## config.mk

```make
export PLATFORM = sky130hd
export DESIGN_NAME = reflet_interval_timer_flat
export DESIGN_NICKNAME = d
export VERILOG_FILES = /design/src/rtl/reflet_timer_pkg.sv /design/src/rtl/reflet_interval_timer_if.sv /design/src/rtl/reflet_prescaler.sv /design/src/rtl/reflet_interval_timer.sv /design/src/flat_wrapper.sv
export SDC_FILE = /design/constraint.sdc
export NUM_CORES = 1
export LEC_CHECK = 0
export BUFFER_PORTS_ARGS = -buffer_cell sky130_fd_sc_hd__buf_4
export CAP_MARGIN = 10
export CORE_MARGIN = 5
export CORE_UTILIZATION = 66
export CTS_BUF_LIST = sky130_fd_sc_hd__clkbuf_8
export CTS_CLUSTER_SIZE = 16
export DETAILED_ROUTE_END_ITERATION = 12
export PLACE_DENSITY_LB_ADDON = 0.08
export SYNTH_ARGS = -nofsm -noshare
export SYNTH_HDL_FRONTEND = slang
export SYNTH_HIERARCHICAL = 1
export SYNTH_SLANG_ARGS = --single-unit
export TNS_END_PERCENT = 100
```

## constraint.sdc

```tcl
create_clock -name clk -period 7.1 [get_ports clk]
set_input_delay 0.71 -clock clk [delete_from_list [all_inputs] [get_ports clk]]
set_output_delay 0.71 -clock clk [all_outputs]
set_load 0.05 [all_outputs]
```

## src/rtl/reflet_timer_pkg.sv

```systemverilog
// reflet_timer_pkg: register map, CTRL bit positions and state type shared by the interval timer
package reflet_timer_pkg;
  localparam int WIN_SIZE = 8;
  typedef logic [2:0] reg_off_t;
  localparam reg_off_t OFF_CTRL     = 3'd0;
  localparam reg_off_t OFF_PRESC    = 3'd1;
  localparam reg_off_t OFF_RELOAD_L = 3'd2;
  localparam reg_off_t OFF_RELOAD_H = 3'd3;
  localparam reg_off_t OFF_COUNT_L  = 3'd4;
  localparam reg_off_t OFF_COUNT_H  = 3'd5;
  localparam reg_off_t OFF_STATUS   = 3'd6;
  localparam int CTRL_RUN  = 0;
  localparam int CTRL_AUTO = 1;
  localparam int CTRL_CLR  = 2;
  typedef enum logic {IDLE, RUNNING} state_e;
endpackage

```

## src/rtl/reflet_interval_timer_if.sv

```systemverilog
// reflet_interval_timer_if: byte-wide system bus into the timer register window
interface reflet_interval_timer_if #(parameter int base_addr_size = 16);
  logic enable;
  logic [base_addr_size-1:0] addr;
  logic write_en;
  logic [7:0] data_in;
  logic [7:0] data_out;
  modport master (output enable, addr, write_en, data_in, input data_out);
  modport slave (input enable, addr, write_en, data_in, output data_out);
endinterface

```

## src/rtl/reflet_prescaler.sv

```systemverilog
// reflet_prescaler: divides clk by presc+1 while running; clear restarts the division
module reflet_prescaler (
  input  logic       clk,
  input  logic       reset,
  input  logic       run,
  input  logic [7:0] presc,
  input  logic       clear,
  output logic       tick
);
  logic [7:0] pcnt_q, pcnt_d;
  always_comb begin
    tick = run && !clear && pcnt_q == presc;
    pcnt_d = clear ? '0 : !run ? pcnt_q : tick ? '0 : pcnt_q + 8'd1;
  end
  always_ff @(posedge clk or negedge reset)
    if (!reset) pcnt_q <= '0;
    else pcnt_q <= pcnt_d;
endmodule

```

## src/rtl/reflet_interval_timer.sv

```systemverilog
// reflet_interval_timer: memory-mapped 16-bit interval timer with prescaler and expiry interrupt
module reflet_interval_timer
  import reflet_timer_pkg::*;
#(
  parameter int base_addr_size = 16,
  parameter logic [base_addr_size-1:0] base_addr = 16'hFF20
) (
  input  logic clk,
  input  logic reset,
  reflet_interval_timer_if.slave bus,
  output logic timer_int
);
  state_e state_q, state_d;
  logic auto_q, auto_d, status_q, status_d, int_q, int_d;
  logic [7:0] presc_q, presc_d, shadow_q, shadow_d;
  logic [15:0] reload_q, reload_d, cnt_q, cnt_d;
  logic [base_addr_size-1:0] diff;
  reg_off_t off;
  logic sel, wr, wr_ctrl, clr, presc_wr, tick, expire;
  always_comb begin
    diff = bus.addr - base_addr;
    off = diff[2:0];
    sel = bus.enable && bus.addr >= base_addr && diff < base_addr_size'(WIN_SIZE);
    wr = sel && bus.write_en;
    wr_ctrl = wr && off == OFF_CTRL;
    clr = wr_ctrl && bus.data_in[CTRL_CLR];
    presc_wr = wr && off == OFF_PRESC;
  end
  reflet_prescaler u_presc (
    .clk(clk),
    .reset(reset),
    .run(state_q == RUNNING),
    .presc(presc_q),
    .clear(clr || presc_wr),
    .tick(tick)
  );
  // tick is already suppressed by CLR, so a clear never produces an expiry
  always_comb begin
    expire = tick && cnt_q == reload_q;
    auto_d = wr_ctrl ? bus.data_in[CTRL_AUTO] : auto_q;
    state_d = expire && !auto_d ? IDLE : wr_ctrl ? (bus.data_in[CTRL_RUN] ? RUNNING : IDLE) : state_q;
    presc_d = presc_wr ? bus.data_in : presc_q;
    reload_d = {wr && off == OFF_RELOAD_H ? bus.data_in : reload_q[15:8],
                wr && off == OFF_RELOAD_L ? bus.data_in : reload_q[7:0]};
    cnt_d = clr || expire ? '0 : tick ? cnt_q + 16'd1 : cnt_q;
    status_d = expire || (status_q && !(wr && off == OFF_STATUS && bus.data_in[0]));
    shadow_d = sel && !bus.write_en && off == OFF_COUNT_L ? cnt_q[15:8] : shadow_q;
    int_d = expire;
  end
  always_ff @(posedge clk or negedge reset)
    if (!reset) begin
      state_q <= IDLE;
      auto_q <= 1'b0;
      status_q <= 1'b0;
      int_q <= 1'b0;
      presc_q <= '0;
      shadow_q <= '0;
      reload_q <= '0;
      cnt_q <= '0;
    end else begin
      state_q <= state_d;
      auto_q <= auto_d;
      status_q <= status_d;
      int_q <= int_d;
      presc_q <= presc_d;
      shadow_q <= shadow_d;
      reload_q <= reload_d;
      cnt_q <= cnt_d;
    end
  always_comb begin
    bus.data_out = '0;
    if (sel)
      case (off)
        OFF_CTRL:     bus.data_out = {6'd0, auto_q, state_q == RUNNING};
        OFF_PRESC:    bus.data_out = presc_q;
        OFF_RELOAD_L: bus.data_out = reload_q[7:0];
        OFF_RELOAD_H: bus.data_out = reload_q[15:8];
        OFF_COUNT_L:  bus.data_out = cnt_q[7:0];
        OFF_COUNT_H:  bus.data_out = shadow_q;
        OFF_STATUS:   bus.data_out = {7'd0, status_q};
        default:      bus.data_out = '0;
      endcase
  end
  assign timer_int = int_q;
endmodule
```

## src/flat_wrapper.sv

```systemverilog
// flat-port wrapper written by rule: the top's interface ports become plain ports
module reflet_interval_timer_flat import reflet_timer_pkg::*;
#(
  parameter int base_addr_size = 16,
  parameter logic [base_addr_size-1:0] base_addr = 16'hFF20
)
  (clk, reset, timer_int, bus_enable, bus_addr, bus_write_en, bus_data_in, bus_data_out);
  reflet_interval_timer_if #(.base_addr_size(base_addr_size)) bus_i ();
  input  logic clk;
  input  logic reset;
  output logic timer_int;
  input wire logic [$bits(bus_i.enable)-1:0] bus_enable;
  input wire logic [$bits(bus_i.addr)-1:0] bus_addr;
  input wire logic [$bits(bus_i.write_en)-1:0] bus_write_en;
  input wire logic [$bits(bus_i.data_in)-1:0] bus_data_in;
  output wire logic [$bits(bus_i.data_out)-1:0] bus_data_out;
  assign bus_i.enable = bus_enable;
  assign bus_i.addr = bus_addr;
  assign bus_i.write_en = bus_write_en;
  assign bus_i.data_in = bus_data_in;
  assign bus_data_out = bus_i.data_out;
  reflet_interval_timer #(.base_addr_size(base_addr_size), .base_addr(base_addr)) u_core (.clk(clk), .reset(reset), .bus(bus_i), .timer_int(timer_int));
endmodule
```

# Word-level counts from Yosys, hierarchy flattened
# Cells that the tools add are included.
# totals
elab_cells,62
output_inout_bits,9
input_bits,28
ff_bits,60
# classes
reduce_logical,28
muxes,11
n_addsub,3
magnitude_cmp,2
eq_ne,8
# ops
operator,n
8-bit one-hot mux with 7 select lines,1
16-bit 2-to-1 mux,2
8-bit 2-to-1 mux,4
1-bit logical AND,17
16-bit by 1-bit adder with 16-bit output (second input constant),1
16-bit equality test,1
16-bit greater-or-equal comparator (second input constant),1
16-bit by 4-bit < comparator with 1-bit output (second input constant),1
16-bit subtractor (second input constant),1
3-bit equality test (second input constant),3
8-bit by 1-bit adder with 8-bit output (second input constant),1
8-bit equality test,1
3-bit by 2-bit equality test with 1-bit output (second input constant),2
2-bit nonzero test,3
1-bit zero test,4
1-bit 2-to-1 mux,4
3-bit by 1-bit equality test with 1-bit output (second input constant),1
3-bit zero test,1
1-bit logical OR,3

# Longest topological paths before layout
# logic_depth
ltp_word,13
ltp_mapped,14

# Modules after synthesis
# Netlist, hierarchy kept.
# modules_own_cells
module,cells_per_inst,n_inst,seq_area_each_um2,area_per_inst_um2
reflet_interval_timer,262,1,1301.2,2925.3
reflet_prescaler,57,1,200.2,563.0

# Least setup slack after synthesis
# Ideal clock, no wire load.
# synth_path
path_type,input to register
startpoint,in bus_addr[5]
endpoint,reg u_core.cnt_q[13]
t_arrival_ns,2.897
path_slack_ns,4.081
stages,14
t_required_ns,6.979
setup_ns,0.121
cell_sequence,inv_1 -> ha_1 -> nand4_1 -> nor2_1 -> nand3_1 -> o41ai_1 -> nand2b_1 -> nor2_1 -> buf_2 -> and4_1 -> and4_1 -> nor2b_1 -> xnor2_1 -> nor2_1
# synth_via
elab_chain_len,13
elab_cells_between_ends,17
# synth_lines
element,line,rtl
start: declaration,flat_wrapper.sv:13,input wire logic [$bits(bus_i.addr)-1:0] bus_addr;
16-bit subtractor or 16-bit greater-or-equal comparator (tied branches),"reflet_interval_timer.sv:21, reflet_interval_timer.sv:23",
16-bit by 4-bit < comparator with 1-bit output or 1-bit logical AND (tied branches),reflet_interval_timer.sv:23,sel = bus.enable && bus.addr >= base_addr && diff < base_addr_size'(WIN_SIZE);
1-bit logical AND (*),reflet_interval_timer.sv:23,
1-bit logical AND (*),reflet_interval_timer.sv:24,wr = sel && bus.write_en;
1-bit logical AND,reflet_interval_timer.sv:25,wr_ctrl = wr && off == OFF_CTRL;
1-bit logical AND,reflet_interval_timer.sv:26,clr = wr_ctrl && bus.data_in[CTRL_CLR];
1-bit logical OR (*),reflet_interval_timer.sv:34,".clear(clr || presc_wr),"
1-bit zero test (*),reflet_prescaler.sv:12,tick = run && !clear && pcnt_q == presc;
1-bit logical AND (*) (2 in series),reflet_prescaler.sv:12,
net u_core.tick,reflet_interval_timer.sv:19,"logic sel, wr, wr_ctrl, clr, presc_wr, tick, expire;"
1-bit logical AND,reflet_interval_timer.sv:39,expire = tick && cnt_q == reload_q;
1-bit logical OR,reflet_interval_timer.sv:45,cnt_d = clr || expire ? '0 : tick ? cnt_q + 16'd1 : cnt_q;
16-bit 2-to-1 mux or 2-bit nonzero test (tied branches),n/a,
end signal: assignment,reflet_interval_timer.sv:68,cnt_q <= cnt_d;
end: declaration,reflet_interval_timer.sv:16,"logic [15:0] reload_q, reload_d, cnt_q, cnt_d;"
# The timed path passes the listed nets; every way through them passes the cells marked *.
# A chain may end at the register's enable or synchronous reset.

# Worst setup path after layout
# layout_path
startpoint,in bus_addr[5]
endpoint,out bus_data_out[3]
# layout_via
elab_chain_len,4
elab_cells_between_ends,6
# layout_lines
element,line,rtl
16-bit subtractor or 16-bit greater-or-equal comparator (tied branches),"reflet_interval_timer.sv:21, reflet_interval_timer.sv:23",
16-bit by 4-bit < comparator with 1-bit output or 1-bit logical AND (tied branches),reflet_interval_timer.sv:23,
1-bit logical AND (*),reflet_interval_timer.sv:23,
8-bit 2-to-1 mux (*),reflet_interval_timer.sv:72,if (sel)
end: declaration,flat_wrapper.sv:16,output wire logic [$bits(bus_i.data_out)-1:0] bus_data_out;
# Every way passes the cells marked *; elsewhere a longest branch is shown, timed or not.

==> metrics.cfg <==
[synth]
synth_top_cell_by_area=dfrtp_1
syn_inst=319
synthSimpleGateAreaFrac_pct=18.8
synth-edff-count=0
yosysUniqueCellTypes=50
synthMuxAreaShare_pct=14.6
synth_top_area_share_pct=43.0
synth_top_family_by_area=simple AND/OR/NAND/NOR gates
yosys_warnings=6
ys_ff_latch=60
async_reset_ff_share_pct=100
synth_area_um2=3490
syn_avg_cell_area_um2=10.9
seq_area_frac_synth_pct=43.0
synth_nets=350
synth-compound-area-share_pct=8.39
synthXorXnorAreaFrac_pct=10.8
synth_flop_cell=dfrtp_1
synth-adder-area-share_pct=1.08
synth_area_leaders=dfrtp_1, mux2_2, xor2_1

[global_routing]
grt_start_max_net_pins=61
grt.overflow.total=0
grt_pass1_wl_um=12800
grt_pass1_vias=2592
antenna_found_initial=0
track_usage_pct=25.7

[floorplanning]
rows=26
start_util_pct=68.3
die-area_um2=6840
die_h_um=82.7
die_w_um=82.7
design.core.area_um2=5110
io_pins=37

[place]
gp_congestion=0.874
port_buffers=36
post-place-ws_ns=3.62
dp_cells=411
dp.final_hpwl_um=5650

[routing]
antenna_left=0
drc=0
vias=2593
drtIter0Drc=164
wl_per_cell_um=18.4
viasPerCell=6.07
drt-pass1-iter-count=4
routed_wl_um=7840

[clock_tree]
postCtsHoldBufs=0
cts_resized=0
root_buffer=clkbuf_8
cts_tree=done
post_cts_buffers=0
clk_pin_slew_ns=0.07
numCtsBuffers=9
cts_buffer_depth=2
cts_max_level=3
clock_sinks=60
clock_latency_ns=0.34

[timing]
tightest_slew_ns=1.05
fin_crit_sh_pct=45.9
setup_violations=0
final.setup_skew_ns=0.00763
post-route-min-period_ns=3.26
rsz0062_at_grt=no
setup_slack_ns=3.84
slew_headroom_pct=30.0
finalHoldViolCount=0
hold_slack_ns=0.441
tns_ns=0
drv_slew=0
timing.fmax_mhz=307

[critical_path]
crit_required_ns=6.39
cp_cell_sequence=buf_4, inv_1, ha_1, nand4_1, nor2_1, nand3_1, a31oi_1, and2_1, buf_4
cp_slowest_cell=a31oi_1
end_kind=output pin
cp_common_cell=buf_4
crit_start=bus_addr[5]
r2r_slack_ns=4.33
critical_path_class=input pin to output pin
worstSetupStartpointType=input pin
slowest_delay_ns=0.54
rr_startpoint=u_core/u_presc/pcnt_q[2]
worst-path-max-fanout=8
crit_arrival_ns=2.55

[pwr]
ir_worst_vdd_v=0.000124
p_leak_nw=2.02
power_density_nw_per_um2=171

[layout]
antenna_cells=0
nets=383
stdcell_count=427
drive_gt1_share_pct=26.9
utilization_pct=77.0
area_growth_pct=12.8

[worst_hold_path]
worstHoldPathType=input pin to async pin

[flow_run]
drv_cap=0

[run_status]
status=finished clean

==> cell usage after synthesis, types with 5 or more instances <==
library cell	number
nand2_1	18
clkbuf_1	5
buf_6	5
nor2_1	26
nand3_1	14
a221o_1	5
mux2_2	35
xor2_1	35
and3_1	7
mux2i_1	10
nand4_1	10
dfrtp_1	60
and2_1	6
inv_1	5
xnor2_1	8
nor2b_1	5
==> critical path, delay by kind of cell <==
kind / cells / cell delay, ns
buf+inv: 3 / 0.34
simple gates: 4 / 0.65
fa+ha+maj: 1 / 0.29
compound gates: 1 / 0.54
==> metal layers <==
layer | up-vias | part of all wire (%) | GRT usage, %
met5 | - | 0 | 0
met4 | 0 | 2.8 | 12.3
met3 | 19 | 5.6 | 3.90
met2 | 81 | 48 | 41.3
met1 | 1270 | 44 | 34.1
li1 | 1223 | - | -
==> power by group <==
group	switching, mW	leakage [nW]	internal [mW]
Combinational	0.0236	1.08	0.0151
Sequential	0.000112	0.839	0.342
Clock	0.135	0.101	0.158
==> flip-flops by register name (all words and copies together), names as in the netlist <==
signal,flops
u_core/cnt_q,16
u_core/reload_q,16
u_core/state_q,1
u_core/presc_q,8
u_core/status_q,1
u_core/u_presc/pcnt_q,8
u_core/auto_q,1
u_core/shadow_q,8
u_core/timer_int,1
==> cells by family (layout without fill, tap and decap cells) <==
logic type	count (synthesis)	count (layout)
flip-flops	60	60
adder cells (fa/ha/maj)	3	3
multiplexers	46	46
XOR/XNOR	43	43
AND/OR/NAND/NOR	109	109
AO/OA/AOI/OAI	39	39
buffers and inverters	19	57
==> metrics by stage <==
| stage | total power, mW | area, um^2 |
|---|---|---|
| floorplan | 0.365 | 3490 |
| global placement | 0.387 | 3750 |
| detailed placement | 0.388 | 3750 |
| CTS | 0.676 | 3940 |
| global route | 0.697 | 3940 |
| finish | 0.674 | 3940 |
==> worst paths after layout <==
kind / cells after the start / end
setup / recovery: 9 / bus_data_out[3]
hold / removal: 1 / u_core/presc_q[5]
setup reg to reg: 9 / u_core/cnt_q[13]
hold reg to reg: 1 / u_core/status_q
max in group asynchronous: 1 / u_core/cnt_q[8]
min in group clk: 1 / u_core/status_q
==> area by class of cell <==
cell class	count	area, um^2
inverter	5	18.8
clock buffer	9	124
tap	70	87.6
sequential	60	1500
timing repair buffer	36	270
multi-input combinational	240	1870
clock inverter	7	60.1
fill	387	1170
==> layout by cell type, fill, tap and decap left out, types with 3 or more instances in the layout <==
master	netlist	layout
nor2b_1	5	5
inv_1	5	7
nand4_1	10	10
nor2_1	26	26
nand2_1	18	18
a21oi_1	4	4
o21ai_1	3	3
a22oi_1	4	4
buf_4	0	36
clkbuf_8	0	9
nand3_1	14	14
and3_1	7	7
and4_1	3	3
clkinv_2	0	3
dfrtp_1	60	60
xor2_1	35	35
ha_1	3	3
o211ai_1	4	4
and2_1	6	6
xnor2_1	8	8
nor4_1	3	3
o22ai_1	3	3
mux2i_1	10	10
nor3_1	3	3
a221o_1	5	5
mux2_2	35	35
Note: power is estimated with default switching activity, not from simulation.
